### src/rtl/srl_dly_cal.sv
// srl_dly_cal: measures an SRL delay path with repeated test pulses and derives the matching SRL address
module srl_dly_cal #(
    parameter int AW    = 4,
    parameter int NPASS = 4,
    parameter int GAP   = 4
) (
    input  logic          CLK,
    input  logic          RST,
    input  logic          CE,
    input  logic          START,
    input  logic          PULSE_RTN,
    output logic          PULSE_OUT,
    output logic [AW-1:0] A_OUT,
    output logic          BUSY,
    output logic          DONE,
    output logic [1:0]    ERR
);
    localparam int CW = AW + 1;
    localparam int GW = (GAP > 1) ? $clog2(GAP) : 1;
    localparam logic [CW-1:0] MAXD = CW'(2 ** AW);

    typedef enum logic [2:0] {S_IDLE, S_SEND, S_WAIT, S_GAP, S_FIN} state_t;

    state_t        r_state, w_nxt;
    logic [CW-1:0] r_cnt, r_meas, w_cnt_inc;
    logic [3:0]    r_pass, w_pass_inc;
    logic [GW-1:0] r_gcnt;
    logic [AW-1:0] r_a, w_a_n;
    logic [1:0]    r_err, w_err_n;
    logic          r_busy, r_done;
    logic          w_tmo, w_rtn, w_mis, w_last, w_spur, w_gend;

    assign w_cnt_inc  = r_cnt + CW'(1);
    assign w_pass_inc = r_pass + 4'd1;
    assign w_tmo      = (r_state == S_WAIT) && CE && (w_cnt_inc > MAXD);
    assign w_rtn      = (r_state == S_WAIT) && CE && PULSE_RTN && !w_tmo;
    assign w_mis      = w_rtn && (r_pass != 4'd0) && (w_cnt_inc != r_meas);
    assign w_last     = w_pass_inc == 4'(NPASS);
    assign w_spur     = (r_state == S_GAP) && PULSE_RTN;
    assign w_gend     = r_gcnt == GW'(GAP - 1);

    // the launch pulse must coincide with the CE edge the delay line samples on
    assign PULSE_OUT = (r_state == S_SEND) && CE;
    assign A_OUT     = r_a;
    assign BUSY      = r_busy;
    assign DONE      = r_done;
    assign ERR       = r_err;

    // state register
    always_ff @(posedge CLK) begin
        r_state <= RST ? S_IDLE : w_nxt;
    end

    // next-state decode
    always_comb begin
        w_nxt = r_state;
        case (r_state)
            S_IDLE:  w_nxt = START ? S_SEND : S_IDLE;
            S_SEND:  w_nxt = CE ? S_WAIT : S_SEND;
            S_WAIT:  w_nxt = (w_tmo || w_mis || (w_rtn && w_last)) ? S_FIN : w_rtn ? S_GAP : S_WAIT;
            S_GAP:   w_nxt = w_spur ? S_FIN : w_gend ? S_SEND : S_GAP;
            default: w_nxt = S_IDLE;
        endcase
    end

    // next values of the registered outputs
    always_comb begin
        w_err_n = ((r_state == S_IDLE) && START) ? 2'b00 :
                  w_tmo  ? 2'b01 :
                  w_mis  ? 2'b10 :
                  w_spur ? 2'b11 : r_err;
        w_a_n   = ((r_state == S_FIN) && (r_err == 2'b00)) ? r_meas[AW-1:0] - AW'(1) : r_a;
    end

    // counters, measurement and output registers
    always_ff @(posedge CLK) begin
        if (RST) begin
            r_cnt  <= '0;
            r_meas <= '0;
            r_pass <= '0;
            r_gcnt <= '0;
            r_a    <= '0;
            r_err  <= '0;
            r_busy <= 1'b0;
            r_done <= 1'b0;
        end else begin
            r_cnt  <= ((r_state == S_SEND) && CE) ? '0 : ((r_state == S_WAIT) && CE) ? w_cnt_inc : r_cnt;
            r_meas <= (w_rtn && (r_pass == 4'd0)) ? w_cnt_inc : r_meas;
            r_pass <= ((r_state == S_IDLE) && START) ? 4'd0 : (w_rtn && !w_mis) ? w_pass_inc : r_pass;
            r_gcnt <= (r_state == S_GAP) ? r_gcnt + GW'(1) : '0;
            r_a    <= w_a_n;
            r_err  <= w_err_n;
            r_busy <= w_nxt != S_IDLE;
            r_done <= w_nxt == S_FIN;
        end
    end
endmodule

### config.mk
export PLATFORM = sky130hd
export DESIGN_NAME = srl_dly_cal
export DESIGN_NICKNAME = d
export VERILOG_FILES = /design/src/rtl/srl_dly_cal.sv
export SDC_FILE = /design/constraint.sdc
export NUM_CORES = 1
export LEC_CHECK = 0
export CORE_ASPECT_RATIO = 0.7
export CORE_UTILIZATION = 58
export CTS_BUF_LIST = sky130_fd_sc_hd__clkbuf_8
export DETAILED_ROUTE_END_ITERATION = 10
export GPL_TIMING_DRIVEN = 0
export PLACE_DENSITY = 0.81
export SLEW_MARGIN = 20
export SYNTH_ARGS = -nofsm -noshare
export SYNTH_HDL_FRONTEND = slang
export SYNTH_SLANG_ARGS = --single-unit
### constraint.sdc
create_clock -name CLK -period 3.3 [get_ports CLK]
set_input_delay 0.99 -clock CLK [delete_from_list [all_inputs] [get_ports CLK]]
set_output_delay 0.99 -clock CLK [all_outputs]
set_load 0.005 [all_outputs]
* Word-level counts from Yosys, hierarchy flattened
Index checks and enable logic that the tools add are counted.
** Word-level totals
- Register bits after elaboration :: 27
- Bits of input ports :: 5
- Output and inout bits :: 9
- Word-level logic and storage cells :: 62
** Operators by class
- Add/sub/neg operators :: 4
- Magnitude comparators :: 1
- Eq/ne operators :: 8
- Muxes and demuxes :: 10
- Bitwise logic cells :: 1
- Reduce and logical (&&, ||, !) cells :: 28
** Operators with widths (count)
- logical AND 1 bit :: 13
- case mux 3 bit (4 select lines) :: 1
- 2-to-1 mux 2 bit :: 4
- equality test 3 x 2 -> 1 bit, second input constant :: 2
- equality test 3 bit, second input constant :: 2
- 2-to-1 mux 3 bit :: 2
- nonzero test 3 bit :: 2
- OR reduction 2 bit :: 3
- adder 5 x 1 -> 5 bit, second input constant :: 1
- greater-than comparator 5 bit, second input constant :: 1
- inequality test 5 bit :: 1
- adder 4 x 1 -> 4 bit, second input constant :: 1
- equality test 4 x 3 -> 1 bit, second input constant :: 1
- zero test 4 bit :: 1
- nonzero test 4 bit :: 1
- subtractor 4 x 1 -> 4 bit, second input constant :: 1
- equality test 3 x 1 -> 1 bit, second input constant :: 1
- zero test 3 bit :: 1
- 2-to-1 mux 1 bit :: 3
- OR reduction 3 bit :: 1
- adder 2 x 1 -> 2 bit, second input constant :: 1
- equality test 2 bit, second input constant :: 1
- zero test 1 bit :: 2
- zero test 2 bit :: 1
- 3 further kinds :: 4

* Depth between registers and ports, before layout
- Word-level depth :: 12
- Depth in mapped cells :: 8

* Worst setup path before layout
No wires, ideal clock.
- Path kind :: input to register
- Start point :: in CE
- End point :: reg r_busy, in the netlist BUSY
- Setup time :: 127 ps
- Arrival time :: 2446 ps
- Required time :: 3173 ps
- Slack :: 727 ps
- Stages :: 6
- Cell sequence :: and4bb_2 > nand2_1 > or3b_1 > a21o_1 > a32o_1 > or3_1
** Between the ends
- Cells in the longest elaborated chain, start to end :: 11
** Ends and longest elaborated chain
- from (decl) :: line 9 : input logic CE,
- logical AND 1 bit :: line 35, 36
- logical AND 1 bit :: line 35 : assign w_tmo = (r_state == S_WAIT) && CE && (w_cnt_inc > MAXD);
- zero test 1 bit :: line 36 : assign w_rtn = (r_state == S_WAIT) && CE && PULSE_RTN && !w_tmo;
- logical AND 1 bit :: line 36
- logical AND 1 bit (2 in a row) :: line 37 : assign w_mis = w_rtn && (r_pass != 4'd0) && (w_cnt_inc != r_meas);
- logical OR 1 bit (2 in a row) :: line 60 : S_WAIT: w_nxt = (w_tmo || w_mis || (w_rtn && w_last)) ? S_FIN : w_rtn ? S_GAP : S_WAIT;
- 2-to-1 mux 3 bit :: line 60
- case mux 3 bit (4 select lines) (*) :: line 57 : case (r_state)
- nonzero test 3 bit (*) :: line 93 : r_busy <= w_nxt != S_IDLE;
- to (signal assigned) :: line 84 : r_busy <= 1'b0;
- to (signal assigned) :: line 93
- to (decl) :: line 30 : logic r_busy, r_done;
Every way passes the cells marked *; elsewhere a longest branch is shown, timed or not.
A chain may end at the register's enable or synchronous reset.

* Worst setup path after layout
- Start point :: in CE
- End point :: out PULSE_OUT
** Between the ends
- Cells in the longest elaborated chain, start to end :: 1
** Ends and longest elaborated chain
- logical AND 1 bit :: line 43 : assign PULSE_OUT = (r_state == S_SEND) && CE;
- to (decl) :: line 12 : output logic PULSE_OUT,
Every way passes these cells.

==> results by group <==
Job
  – Max-cap viol count: 0

Timing
  – Worst Skew: 1.60 ps
  – Setup tns final: 0 ps
  – Slew Limit Fails: 0
  – Endpoints failing setup: 0
  – Slew HR: 0.514
  – Hold WS: 441 ps
  – Endpoints failing hold: 0
  – Final worst-path cycle share: 0.987
  – Fmax achieved: 0.307 GHz
  – Worst-Margin Slew: 723 ps
  – RSZ-0062 raised after global routing: no
  – Tmin final: 3260 ps

Floorplanning
  – Core area: 0.00226 mm^2
  – Chip Height: 44.1 um
  – Starting Density: 0.650
  – Die width: 62.2 um
  – Number of placed I/O pins: 14
  – Die area: 0.00274 mm^2
  – Cell Rows: 14

Power
  – Pwr Density: 353 mW/mm^2
  – Leak: 0.000618 uW
  – Sw Ratio: 0.245
  – IR drop worst, VDD: 0.000315 V
  – Reg power frac: 0.574
  – Psw: 146 uW
  – Clock Power Share: 0.323
  – Comb pwr share: 0.103
  – Pint: 450 uW
  – Design Power: 596 uW

Worst setup path
  – Buf/Inv on CP: 2
  – FF-to-FF path depth: 8
  – Req. time, crit path: 2310 ps
  – Worst reg2reg setup slack: 660 ps
  – CP cell instances: clkdlybuf4s50_1, nand2_1, nor2_2, clkdlybuf4s50_1
  – Reg2reg start: r_cnt[0]
  – FF-to-FF End: BUSY
  – CP most frequent cell: clkdlybuf4s50_1
  – Setup Crit Path Kind: in -> out
  – Max incr delay on CP: 520 ps
  – Crit path capture type: primary output
  – Slowest-stage cell, CP: clkdlybuf4s50_1
  – CP Launch Type: primary input
  – Critical path arrival: 2270 ps
  – Critical path fanouts, max: 4
  – Top delay family on crit path: buffers and inverters

CTS
  – CTS root buffer: clkbuf_8
  – Num CTS Buffers: 3
  – # hold bufs at CTS: 0
  – Clk sinks: 27
  – Worst-path clk slew: 90 ps
  – Clock latency on the worst-skew pair: 280 ps
  – H-tree levels: 1
  – Clock buffer depth: 2
  – TritonCTS clock tree: yes

Logic synthesis
  – Post-synthesis sequential area ratio: 0.368
  – Most frequent cells after synthesis: dfxtp_1 (27), nor2_1 (24), nand2_1 (12)
  – Synth Area in XOR/XNOR: 0.107
  – Complex-gate fraction of the synthesized area: 0.152
  – Post-Synth Simple-Gate Area: 0.235
  – Largest family of logic cells by synthesized area: simple AND/OR/NAND/NOR gates
  – Synthesized flop and latch total: 27
  – Mux contribution to synthesized area: 0.0204
  – Cells taking the most area after synthesis: dfxtp_1 (37%), nor2_1 (6.1%), xnor2_1 (5.4%)
  – Synth Area in Adders: 0.0511
  – Number of flops mapped to enable cells by yosys: 0
  – Synth top area share: 0.368
  – Mapped Area: 0.00147 mm^2
  – Synth warn: 0
  – Async SR Flop Fraction: 0
  – Synth area leader: dfxtp_1
  – Mapped Nets: 171
  – Netlist cell types: 46
  – Synth Instances: 160
  – Most numerous cell in the Yosys netlist: dfxtp_1
  – Avg Synthesized Cell Area: 9.18 um^2
  – Top_reg_cell synth: dfxtp_1

Global route
  – Grt ovf: 0
  – Antenna violations before repair: 0
  – First-pass GRT wire length: 4.72 mm
  – Largest net degree at the start of global routing: 17
  – Total track usage: 0.223
  – Vias in the first global route: 1053

Cells and area
  – Design Area, Final: 0.00169 mm^2
  – Share of cells above drive strength 1: 0.148
  – Area Overhead vs Synth: 14.8%
  – Filler instances: 160
  – Final net count: 188
  – Diode count: 0

Place
  – Gpl congestion: 0.883
  – Post-DP Area: 0.00164 mm^2
  – DP HPWL: 2.04 mm
  – Buffers on Ports: 12

Route
  – DRC viols: 0
  – Antenna Nets Post-Route: 0
  – Vias/cell: 5.51
  – Final WL: 2.73 mm
  – Drt pass-1 iters: 4
  – Vias: 1147
  – Initial DRC count: 87
  – Routed len/inst: 13.1 um

Worst hold path
  – Hold Crit Depth: 1
  – HP Start: r_gcnt[0]
  – Hold EP: r_gcnt[0]
  – Hold Path Class: reg -> reg

Outcome
  – Status: complete, no violations
==> layout by cell type, fill, tap and decap left out, types with 6 or more instances in the layout <==
cell	count
xor2_1	9
inv_1	7
nor2_1	23
dfxtp_1	27
nand2_1	12
xnor2_1	9
ha_1	6
clkdlybuf4s50_1	12
a211oi_1	10
==> per-stage QoR <==
| stage | util | cells | setup slack, ps |
|---|---|---|---|
| after floorplan | - | 160 | 727 |
| after global placement | 0.721 | 204 | 45.7 |
| after detailed placement | 0.724 | 204 | 37.9 |
| after CTS | 0.745 | 208 | 36.7 |
| after global routing | 0.746 | 208 | 22.4 |
| final | 0.746 | 208 | 41.9 |
==> cell families after synthesis <==
family / Yosys count
AOI/OAI and AO/OA: 28
xor gates and xnor gates: 18
adders and majority gates: 6
buffers and inverters: 14
DFF: 27
muxes: 3
and+or+nand+nor: 64
==> flip-flops by register name, summed over array words and instances (netlist names) <==
name	flops
BUSY	1
r_meas	5
DONE	1
r_gcnt	2
A_OUT	4
r_state	3
r_pass	4
r_cnt	5
ERR	2
==> per-layer routing <==
metal	global-route usage	part of all wire	routed length [um]	up-vias
li1	-	-	-	590
met4	0.0930	0.015	42	0
met1	0.296	0.49	1330	515
met2	0.354	0.44	1190	38
met3	0.0567	0.058	159	4
met5	0	0	0	-
==> worst max-delay path by stage <==
stage / from / endpoint / depth (start not counted)
3_5_place_dp: CE / PULSE_OUT / 4
5_1_grt: CE / PULSE_OUT / 4
2_1_floorplan: CE / BUSY / 6
4_1_cts: CE / PULSE_OUT / 4
3_3_place_gp: CE / PULSE_OUT / 4
6_report: CE / PULSE_OUT / 4
==> final cells by class <==
| cell class | count | area [um^2] | area share |
|---|---|---|---|
| flip-flops and latches | 27 | 541 | 0.320 |
| clock inverters | 1 | 7.51 | 0.00445 |
| multi-input cells | 119 | 841 | 0.499 |
| plain buffers | 7 | 70.1 | 0.0415 |
| repair buffers | 12 | 120 | 0.0712 |
| inverters | 7 | 26.3 | 0.0156 |
| well taps | 32 | 40.0 | 0.0237 |
| clock buffers | 3 | 41.3 | 0.0245 |
==> what timing repair did <==
action,4_1_cts,5_1_grt
buffers inserted,0,0
resized for setup,0,1
setup endpoints to repair,0,1
hold endpoints to repair,0,0
==> power groups by stage <==
stage / sequential [uW] / clock (uW) / combinational, uW
global placement: 349 / 0 / 58.3
global route: 344 / 211 / 66.5
CTS: 342 / 201 / 60.1
finish: 342 / 192 / 61.4
floorplan: 348 / 0 / 39.4
detailed placement: 350 / 0 / 59.8
(Power assumes the default switching activity.)
